==> src/rtl/riscv_pkg.sv <==
// Shared RV32 core definitions: widths, opcodes of interest to the front end,
// and the fetch FSM state encoding.
package riscv_pkg;

  localparam int          XLEN       = 32;
  localparam logic [6:0]  OPC_JAL    = 7'b1101111;
  localparam logic [6:0]  OPC_BRANCH = 7'b1100011;
  localparam logic [31:0] NOP_INSTR  = 32'h0000_0013;

  typedef enum logic [1:0] {
    ST_IDLE,
    ST_FETCH,
    ST_WAIT,
    ST_DRAIN
  } fetch_state_t;

endpackage

==> src/rtl/fetch_skid_buffer.sv <==
// One-entry holding slot for a fetch response that arrives while IF/ID is stalled.
// Push wins over pop so a same-cycle pop/push replaces the entry.
module fetch_skid_buffer #(
  parameter int XLEN = 32
) (
  input  logic            clk,
  input  logic            rst_n,
  input  logic            push,
  input  logic            pop,
  input  logic            flush,
  input  logic [XLEN-1:0] push_pc,
  input  logic [31:0]     push_instr,
  output logic            full,
  output logic [XLEN-1:0] pc,
  output logic [31:0]     instr
);

  always_ff @(posedge clk or negedge rst_n) begin
    if (!rst_n) begin
      full <= 1'b0;
    end else if (flush) begin
      full <= 1'b0;
    end else if (push) begin
      full <= 1'b1;
    end else if (pop) begin
      full <= 1'b0;
    end
  end

  // Payload is only meaningful while full, so it carries no reset.
  always_ff @(posedge clk) begin
    if (push && !flush) begin
      pc    <= push_pc;
      instr <= push_instr;
    end
  end

endmodule

==> src/rtl/fetch_unit.sv <==
// IF stage: owns the PC, runs the single-outstanding I-cache fetch handshake,
// and fills the IF/ID register, redirecting and squashing on taken branches.
module fetch_unit
  import riscv_pkg::*;
#(
  parameter int              XLEN     = 32,
  parameter logic [XLEN-1:0] RESET_PC = '0
) (
  input  logic            clk,
  input  logic            rst_n,
  input  logic            br_taken,
  input  logic [XLEN-1:0] br_target,
  input  logic            stall,
  output logic            imem_req,
  output logic [XLEN-1:0] imem_addr,
  input  logic            imem_gnt,
  input  logic            imem_rvalid,
  input  logic [31:0]     imem_rdata,
  output logic            if_valid,
  output logic [XLEN-1:0] if_pc,
  output logic [31:0]     if_instr,
  output logic            flush
);

  fetch_state_t    state, state_nxt;
  logic [XLEN-1:0] pc;
  logic [XLEN-1:0] req_pc;
  logic            hs;
  logic            live;
  logic            load_en;
  logic            skid_full;
  logic            skid_push;
  logic            skid_pop;
  logic [XLEN-1:0] skid_pc;
  logic [31:0]     skid_instr;
  logic            unused_br_lsb;

  assign hs            = imem_req & imem_gnt;
  assign live          = (state == ST_WAIT) & imem_rvalid & ~br_taken;
  assign load_en       = ~if_valid | ~stall;
  assign flush         = br_taken;
  assign skid_pop      = load_en & skid_full & ~br_taken;
  // A live response parks in the skid when IF/ID cannot take it or the skid has priority.
  assign skid_push     = live & (~load_en | skid_full);
  assign unused_br_lsb = ^br_target[1:0];

  always_ff @(posedge clk or negedge rst_n) begin
    if (!rst_n) begin
      state <= ST_IDLE;
    end else begin
      state <= state_nxt;
    end
  end

  always_comb begin
    state_nxt = state;
    case (state)
      ST_IDLE:  state_nxt = ST_FETCH;
      ST_FETCH: if (hs) state_nxt = br_taken ? ST_DRAIN : ST_WAIT;
      ST_WAIT: begin
        if (imem_rvalid)   state_nxt = ST_FETCH;
        else if (br_taken) state_nxt = ST_DRAIN;
      end
      ST_DRAIN: if (imem_rvalid) state_nxt = ST_FETCH;
      default:  state_nxt = ST_IDLE;
    endcase
  end

  always_comb begin
    imem_req  = 1'b0;
    imem_addr = pc;
    if (state == ST_FETCH) imem_req = ~skid_full;
  end

  always_ff @(posedge clk or negedge rst_n) begin
    if (!rst_n) begin
      pc <= RESET_PC;
    end else if (br_taken) begin
      pc <= {br_target[XLEN-1:2], 2'b00};
    end else if (hs) begin
      pc <= pc + XLEN'(4);
    end
  end

  always_ff @(posedge clk) begin
    if (hs) req_pc <= pc;
  end

  // ---- IF/ID boundary ----
  always_ff @(posedge clk or negedge rst_n) begin
    if (!rst_n) begin
      if_valid <= 1'b0;
      if_pc    <= '0;
      if_instr <= NOP_INSTR;
    end else if (br_taken) begin
      if_valid <= 1'b0;
    end else if (load_en) begin
      if (skid_full) begin
        if_valid <= 1'b1;
        if_pc    <= skid_pc;
        if_instr <= skid_instr;
      end else if (live) begin
        if_valid <= 1'b1;
        if_pc    <= req_pc;
        if_instr <= imem_rdata;
      end else begin
        if_valid <= 1'b0;
      end
    end
  end

  fetch_skid_buffer #(.XLEN(XLEN)) u_skid (
    .clk        (clk),
    .rst_n      (rst_n),
    .push       (skid_push),
    .pop        (skid_pop),
    .flush      (br_taken),
    .push_pc    (req_pc),
    .push_instr (imem_rdata),
    .full       (skid_full),
    .pc         (skid_pc),
    .instr      (skid_instr)
  );

  addr_stable_a: assert property (@(posedge clk) disable iff (!rst_n)
    (imem_req && !imem_gnt && !br_taken) |=> $stable(imem_addr));

  rvalid_state_a: assert property (@(posedge clk) disable iff (!rst_n)
    imem_rvalid |-> (state == ST_WAIT || state == ST_DRAIN));

endmodule
==> config.mk <==
export PLATFORM = sky130hd
export DESIGN_NAME = fetch_unit
export DESIGN_NICKNAME = d
export VERILOG_FILES = /design/src/rtl/riscv_pkg.sv /design/src/rtl/fetch_skid_buffer.sv /design/src/rtl/fetch_unit.sv
export SDC_FILE = /design/constraint.sdc
export NUM_CORES = 1
export LEC_CHECK = 0
export CAP_MARGIN = 20
export CORE_MARGIN = 3
export CORE_UTILIZATION = 54
export DETAILED_ROUTE_END_ITERATION = 8
export GPL_TIMING_DRIVEN = 0
export PLACE_DENSITY = 0.87
export SYNTH_ARGS = -nofsm -noshare
export SYNTH_HDL_FRONTEND = slang
export SYNTH_SLANG_ARGS = --single-unit
==> constraint.sdc <==
create_clock -name clk -period 10.2 [get_ports clk]
set_input_delay 1.53 -clock clk [delete_from_list [all_inputs] [get_ports clk]]
set_output_delay 1.53 -clock clk [all_outputs]
set_load 0.005 [all_outputs]
==> metrics.txt <==
# TYPE chip_impl_metric gauge
chip_impl_metric{name="critical_path_arrival",unit="ps"} 2740
chip_impl_metric{name="cts-buffers-inserted",unit=""} 17
chip_impl_metric{name="row_count",unit=""} 42
chip_impl_metric{name="dr.first_iter.drc_count",unit=""} 393
chip_impl_metric{name="fillCellCount",unit=""} 809
chip_impl_metric{name="fin_crit",unit="ps"} 4266
chip_impl_metric{name="setup_tns",unit="ps"} 0
chip_impl_metric{name="critical_path.max_stage_delay",unit="ps"} 670
chip_impl_info{name="synthTopCellsByArea",value="sky130_fd_sc_hd__edfxtp_1 36%, sky130_fd_sc_hd__dfrtp_1 31%, sky130_fd_sc_hd__mux2i_1 8.4%, sky130_fd_sc_hd__a21oi_1 4.3%, sky130_fd_sc_hd__nor2_1 3.9%"} 1
chip_impl_info{name="endpoint_kind",value="primary output"} 1
chip_impl_metric{name="routed_wirelength",unit="um"} 17890
chip_impl_metric{name="synth_enable_flop_cells",unit=""} 92
chip_impl_metric{name="core_area",unit="um^2"} 13510
chip_impl_info{name="ctsRootBufferMaster",value="sky130_fd_sc_hd__clkbuf_16"} 1
chip_impl_info{name="min-delay-path-class",value="register to register"} 1
chip_impl_metric{name="globalplace.congestion",unit=""} 0.8383
chip_impl_metric{name="synth.yosys.seq_area_share",unit="%"} 67.85
chip_impl_metric{name="synth_top_area_share",unit="%"} 36.27
chip_impl_metric{name="wire_per_inst",unit="um"} 18.37
chip_impl_metric{name="synth_async_sr_flop_share",unit="%"} 51.06
chip_impl_metric{name="hold-worst-slack",unit="ps"} 451.7
chip_impl_metric{name="period_share",unit="%"} 41.82
chip_impl_info{name="worst_path_dominant_cell_family",value="buffers and inverters"} 1
chip_impl_metric{name="muxShareOfSynthArea",unit="%"} 8.558
chip_impl_metric{name="fin_worst_skew",unit="ps"} 5.572
chip_impl_metric{name="maximum_number_of_pins_on_one_net_before_global_route_repair",unit=""} 72
chip_impl_info{name="run_status",value="finished clean"} 1
chip_impl_metric{name="regToRegSetupSlack",unit="ps"} 7110
chip_impl_metric{name="place_area",unit="um^2"} 9574
chip_impl_info{name="crit_type",value="register to primary output"} 1
chip_impl_metric{name="power_report.internal_total",unit="mW"} 1.742
chip_impl_metric{name="tritoncts_num_sinks",unit=""} 188
chip_impl_metric{name="floorplan.die.width",unit="um"} 124.8
chip_impl_metric{name="sequential_cell_area",unit="um^2"} 5169
chip_impl_metric{name="synthesis.yosys.warnings",unit=""} 0
chip_impl_metric{name="insertion_delay_of_the_later_clocked_pin_in_the_worst_skew_pair",unit="ps"} 420
chip_impl_info{name="synth_top_flop_cell",value="sky130_fd_sc_hd__dfrtp_1"} 1
chip_impl_info{name="grt_setup_unrepaired",value="false"} 1
chip_impl_metric{name="post_synth_xor_area_fraction",unit="%"} 1.150
chip_impl_metric{name="power-per-cell-area",unit="nW/um^2"} 233.8
chip_impl_info{name="synth_top_family_by_area",value="simple AND/OR/NAND/NOR gates"} 1
chip_impl_metric{name="portBuffers",unit=""} 161
chip_impl_metric{name="maxSlewHeadroom",unit="%"} 31.53
chip_impl_metric{name="global_route.overflow_total",unit=""} 0
chip_impl_metric{name="drc_errors",unit=""} 0
chip_impl_metric{name="post_route_cells_drive_above_1_share",unit="%"} 6.892
chip_impl_metric{name="peakVddDrop",unit="mV"} 0.1392
chip_impl_metric{name="io_pins",unit=""} 169
chip_impl_metric{name="multi_input_comb_area",unit="um^2"} 2246
chip_impl_metric{name="synth-compound-area-share",unit="%"} 8.541
chip_impl_metric{name="antenna_violations_before_repair",unit=""} 0
chip_impl_metric{name="switchingPower",unit="mW"} 0.6361
chip_impl_metric{name="die_height",unit="um"} 124.8
chip_impl_metric{name="dpl.hpwl",unit="um"} 12650
chip_impl_metric{name="finalSetupViolations",unit=""} 0
chip_impl_metric{name="fin_area",unit="um^2"} 10170
chip_impl_metric{name="die-area",unit="um^2"} 15570
chip_impl_metric{name="clk_path_buf_depth",unit=""} 2
chip_impl_metric{name="p_seq_share",unit="%"} 46.3
chip_impl_metric{name="final_max_slew_viol_count",unit=""} 0
chip_impl_metric{name="distinct_cells_synth",unit=""} 43
chip_impl_metric{name="critPathMaxFanout",unit=""} 10
chip_impl_metric{name="pwr-share-clk",unit="%"} 27.6
chip_impl_metric{name="power.total",unit="mW"} 2.378
chip_impl_metric{name="ys_seq_elements",unit=""} 188
chip_impl_metric{name="postCtsSetupRepairBufs",unit=""} 0
chip_impl_metric{name="synth_instances",unit=""} 594
chip_impl_metric{name="worstMarginPinSlew",unit="ps"} 1021
chip_impl_metric{name="post_drt_via_cell_ratio",unit=""} 5.644
chip_impl_metric{name="number_of_h_tree_branching_levels",unit=""} 4
chip_impl_metric{name="drv.max_cap_violation_count",unit=""} 0
chip_impl_metric{name="mappedNetlistArea",unit="um^2"} 7617
chip_impl_metric{name="total_buffers_and_inverters_traversed_by_the_critical_path",unit=""} 3
chip_impl_metric{name="drt_first_pass_iters",unit=""} 4
chip_impl_info{name="cts_tree",value="yes"} 1
chip_impl_metric{name="number_of_global_route_vias_before_repair",unit=""} 5684
chip_impl_info{name="synth_top_cells_by_count",value="93 x sky130_fd_sc_hd__dfrtp_1, 92 x sky130_fd_sc_hd__edfxtp_1, 80 x sky130_fd_sc_hd__nor2_1"} 1
chip_impl_metric{name="critPathRequiredTime",unit="ps"} 8670
chip_impl_metric{name="power.static_leakage",unit="nW"} 3.657
chip_impl_metric{name="report.final.hold_viol_count",unit=""} 0
chip_impl_info{name="yosys.cell_count.top_type",value="sky130_fd_sc_hd__dfrtp_1"} 1
chip_impl_metric{name="path_clk_slew",unit="ps"} 60
chip_impl_info{name="cp_max_stage_cell",value="sky130_fd_sc_hd__clkbuf_1"} 1
chip_impl_metric{name="floorplan.initialDensity",unit="%"} 56.40
chip_impl_metric{name="pwr-share-comb",unit="%"} 26.1
chip_impl_info{name="timing.critical_path.cells",value="buf_1 > clkbuf_1 > nor2b_1 > clkdlybuf4s50_1"} 1
chip_impl_info{name="synth.largest_area_cell",value="sky130_fd_sc_hd__edfxtp_1"} 1
chip_impl_metric{name="sw_frac_of_total",unit="%"} 26.75
chip_impl_metric{name="grt_use_total",unit="%"} 23.17
chip_impl_info{name="startpoint_type_of_the_worst_setup_path",value="register"} 1
chip_impl_metric{name="avgSynthCellArea",unit="um^2"} 12.82
chip_impl_metric{name="vias",unit=""} 5497
chip_impl_metric{name="design.final.nets",unit=""} 859
chip_impl_metric{name="drt.antenna.violating_nets",unit=""} 0
chip_impl_metric{name="synthAdderAreaFrac",unit="%"} 0.6570
chip_impl_metric{name="antenna-diode-count",unit=""} 0
chip_impl_metric{name="postCtsResizedCells",unit=""} 0
chip_impl_metric{name="yosys.area_share.simple",unit="%"} 10.32
chip_impl_metric{name="max_freq",unit="GHz"} 0.2344
chip_impl_metric{name="grt_first_pass_wirelength",unit="um"} 29080
chip_impl_metric{name="layout-area-overhead-vs-synth",unit="%"} 33.52
chip_impl_metric{name="holdBufCountCts",unit=""} 0
-- worst reg2reg max path: stages (launching register included) --
cell and delay, ps:
sky130_fd_sc_hd__dfrtp_1 410, sky130_fd_sc_hd__inv_1 90, sky130_fd_sc_hd__ha_1 220, sky130_fd_sc_hd__nand2_1 150, sky130_fd_sc_hd__a221oi_1 780, sky130_fd_sc_hd__clkbuf_2 300
sky130_fd_sc_hd__clkbuf_1 410, sky130_fd_sc_hd__clkbuf_1 450, sky130_fd_sc_hd__a21oi_1 140
-- cells by family after synthesis --
| kind of cell | after synthesis |
|---|---|
| DFF | 188 |
| and+or+nand+nor | 162 |
| AOI/OAI and AO/OA | 115 |
| muxes | 65 |
| buffers and inverters | 49 |
| xor gates and xnor gates | 10 |
| adders and majority gates | 4 |
| other | 1 |
-- through the flow --
| stage | std cells | setup slack (ps) | utilization [%] |
|---|---|---|---|
| floorplan | 597 | 3642 | - |
| global placement | 934 | 1438 | 70.05 |
| detailed placement | 941 | 5760 | 70.89 |
| CTS | 973 | 5956 | 75.27 |
| global route | 974 | 5901 | 75.31 |
| finish | 974 | 5934 | 75.31 |
-- per-layer routing --
layer | vias to the layer above | share of wire [%] | GRT usage (%)
met3 | 30 | 5.1 | 3.602
met2 | 228 | 51 | 40.24
met4 | 0 | 2.0 | 8.897
li1 | 2555 | - | -
met5 | - | 0 | 0
met1 | 2684 | 42 | 29.36
-- state kept, by name, summed over array words and instances (netlist names) --
register	flops
req_pc	30
if_instr	32
if_valid	1
state	2
imem_addr	30
if_pc	30
u_skid.full	1
u_skid.instr	32
u_skid.pc	30
-- path summary, 6_finish.rpt --
path                                               from                        end  cells after the start
worst min register to register     req_pc[17]$_DFFE_PP_    u_skid.pc[17]$_DFFE_PP_                      0
min in group asynchronous                         rst_n  imem_addr[27]$_DFFE_PN0P_                      1
max in group asynchronous                         rst_n    if_instr[4]$_DFFE_PN1P_                      2
worst min-delay path               req_pc[17]$_DFFE_PP_    u_skid.pc[17]$_DFFE_PP_                      0
worst max-delay path            u_skid.full$_DFFE_PN0P_                   imem_req                      4
worst max register to register     state[0]$_DFFE_PN0P_   if_instr[15]$_DFFE_PN0P_                      8
-- cell type report --
| class | instances | area share, % |
|---|---|---|
| flip-flops and latches | 188 | 50.82 |
| multi-input cells | 360 | 22.08 |
| repair buffers | 169 | 16.96 |
| clock buffers | 19 | 4.355 |
| well taps | 176 | 2.165 |
| plain buffers | 39 | 1.784 |
| clock inverters | 13 | 1.464 |
| inverters | 10 | 0.3690 |
-- power groups by stage --
stage,clock network (mW),registers (mW),logic (mW)
detailed placement,0,1.11,0.619
global route,0.693,1.12,0.671
CTS,0.664,1.10,0.625
floorplan,0,1.10,0.208
finish,0.657,1.10,0.619
global placement,0,1.10,0.587
-- cells in the final DEF (no fill, tap or decap), types with 4 or more instances in the layout --
cell                                n
sky130_fd_sc_hd__o31ai_1           14
sky130_fd_sc_hd__clkbuf_16         17
sky130_fd_sc_hd__xnor2_1            7
sky130_fd_sc_hd__or4_1             19
sky130_fd_sc_hd__o21ai_0           11
sky130_fd_sc_hd__dfrtp_1           93
sky130_fd_sc_hd__clkinv_2           6
sky130_fd_sc_hd__clkdlybuf4s50_1  160
sky130_fd_sc_hd__buf_1              4
sky130_fd_sc_hd__inv_1              9
sky130_fd_sc_hd__edfxtp_1          92
sky130_fd_sc_hd__ha_1               4
sky130_fd_sc_hd__buf_6              7
sky130_fd_sc_hd__conb_1             4
sky130_fd_sc_hd__clkbuf_1          28
sky130_fd_sc_hd__o211ai_1           4
sky130_fd_sc_hd__nand4_1            6
sky130_fd_sc_hd__a31oi_1           15
sky130_fd_sc_hd__a21oi_1           66
sky130_fd_sc_hd__nand3_1           14
sky130_fd_sc_hd__mux2i_1           64
sky130_fd_sc_hd__buf_4              6
sky130_fd_sc_hd__nor2_1            80
sky130_fd_sc_hd__nand2_1           24
No activity file was read; power rests on OpenSTA's default activity.
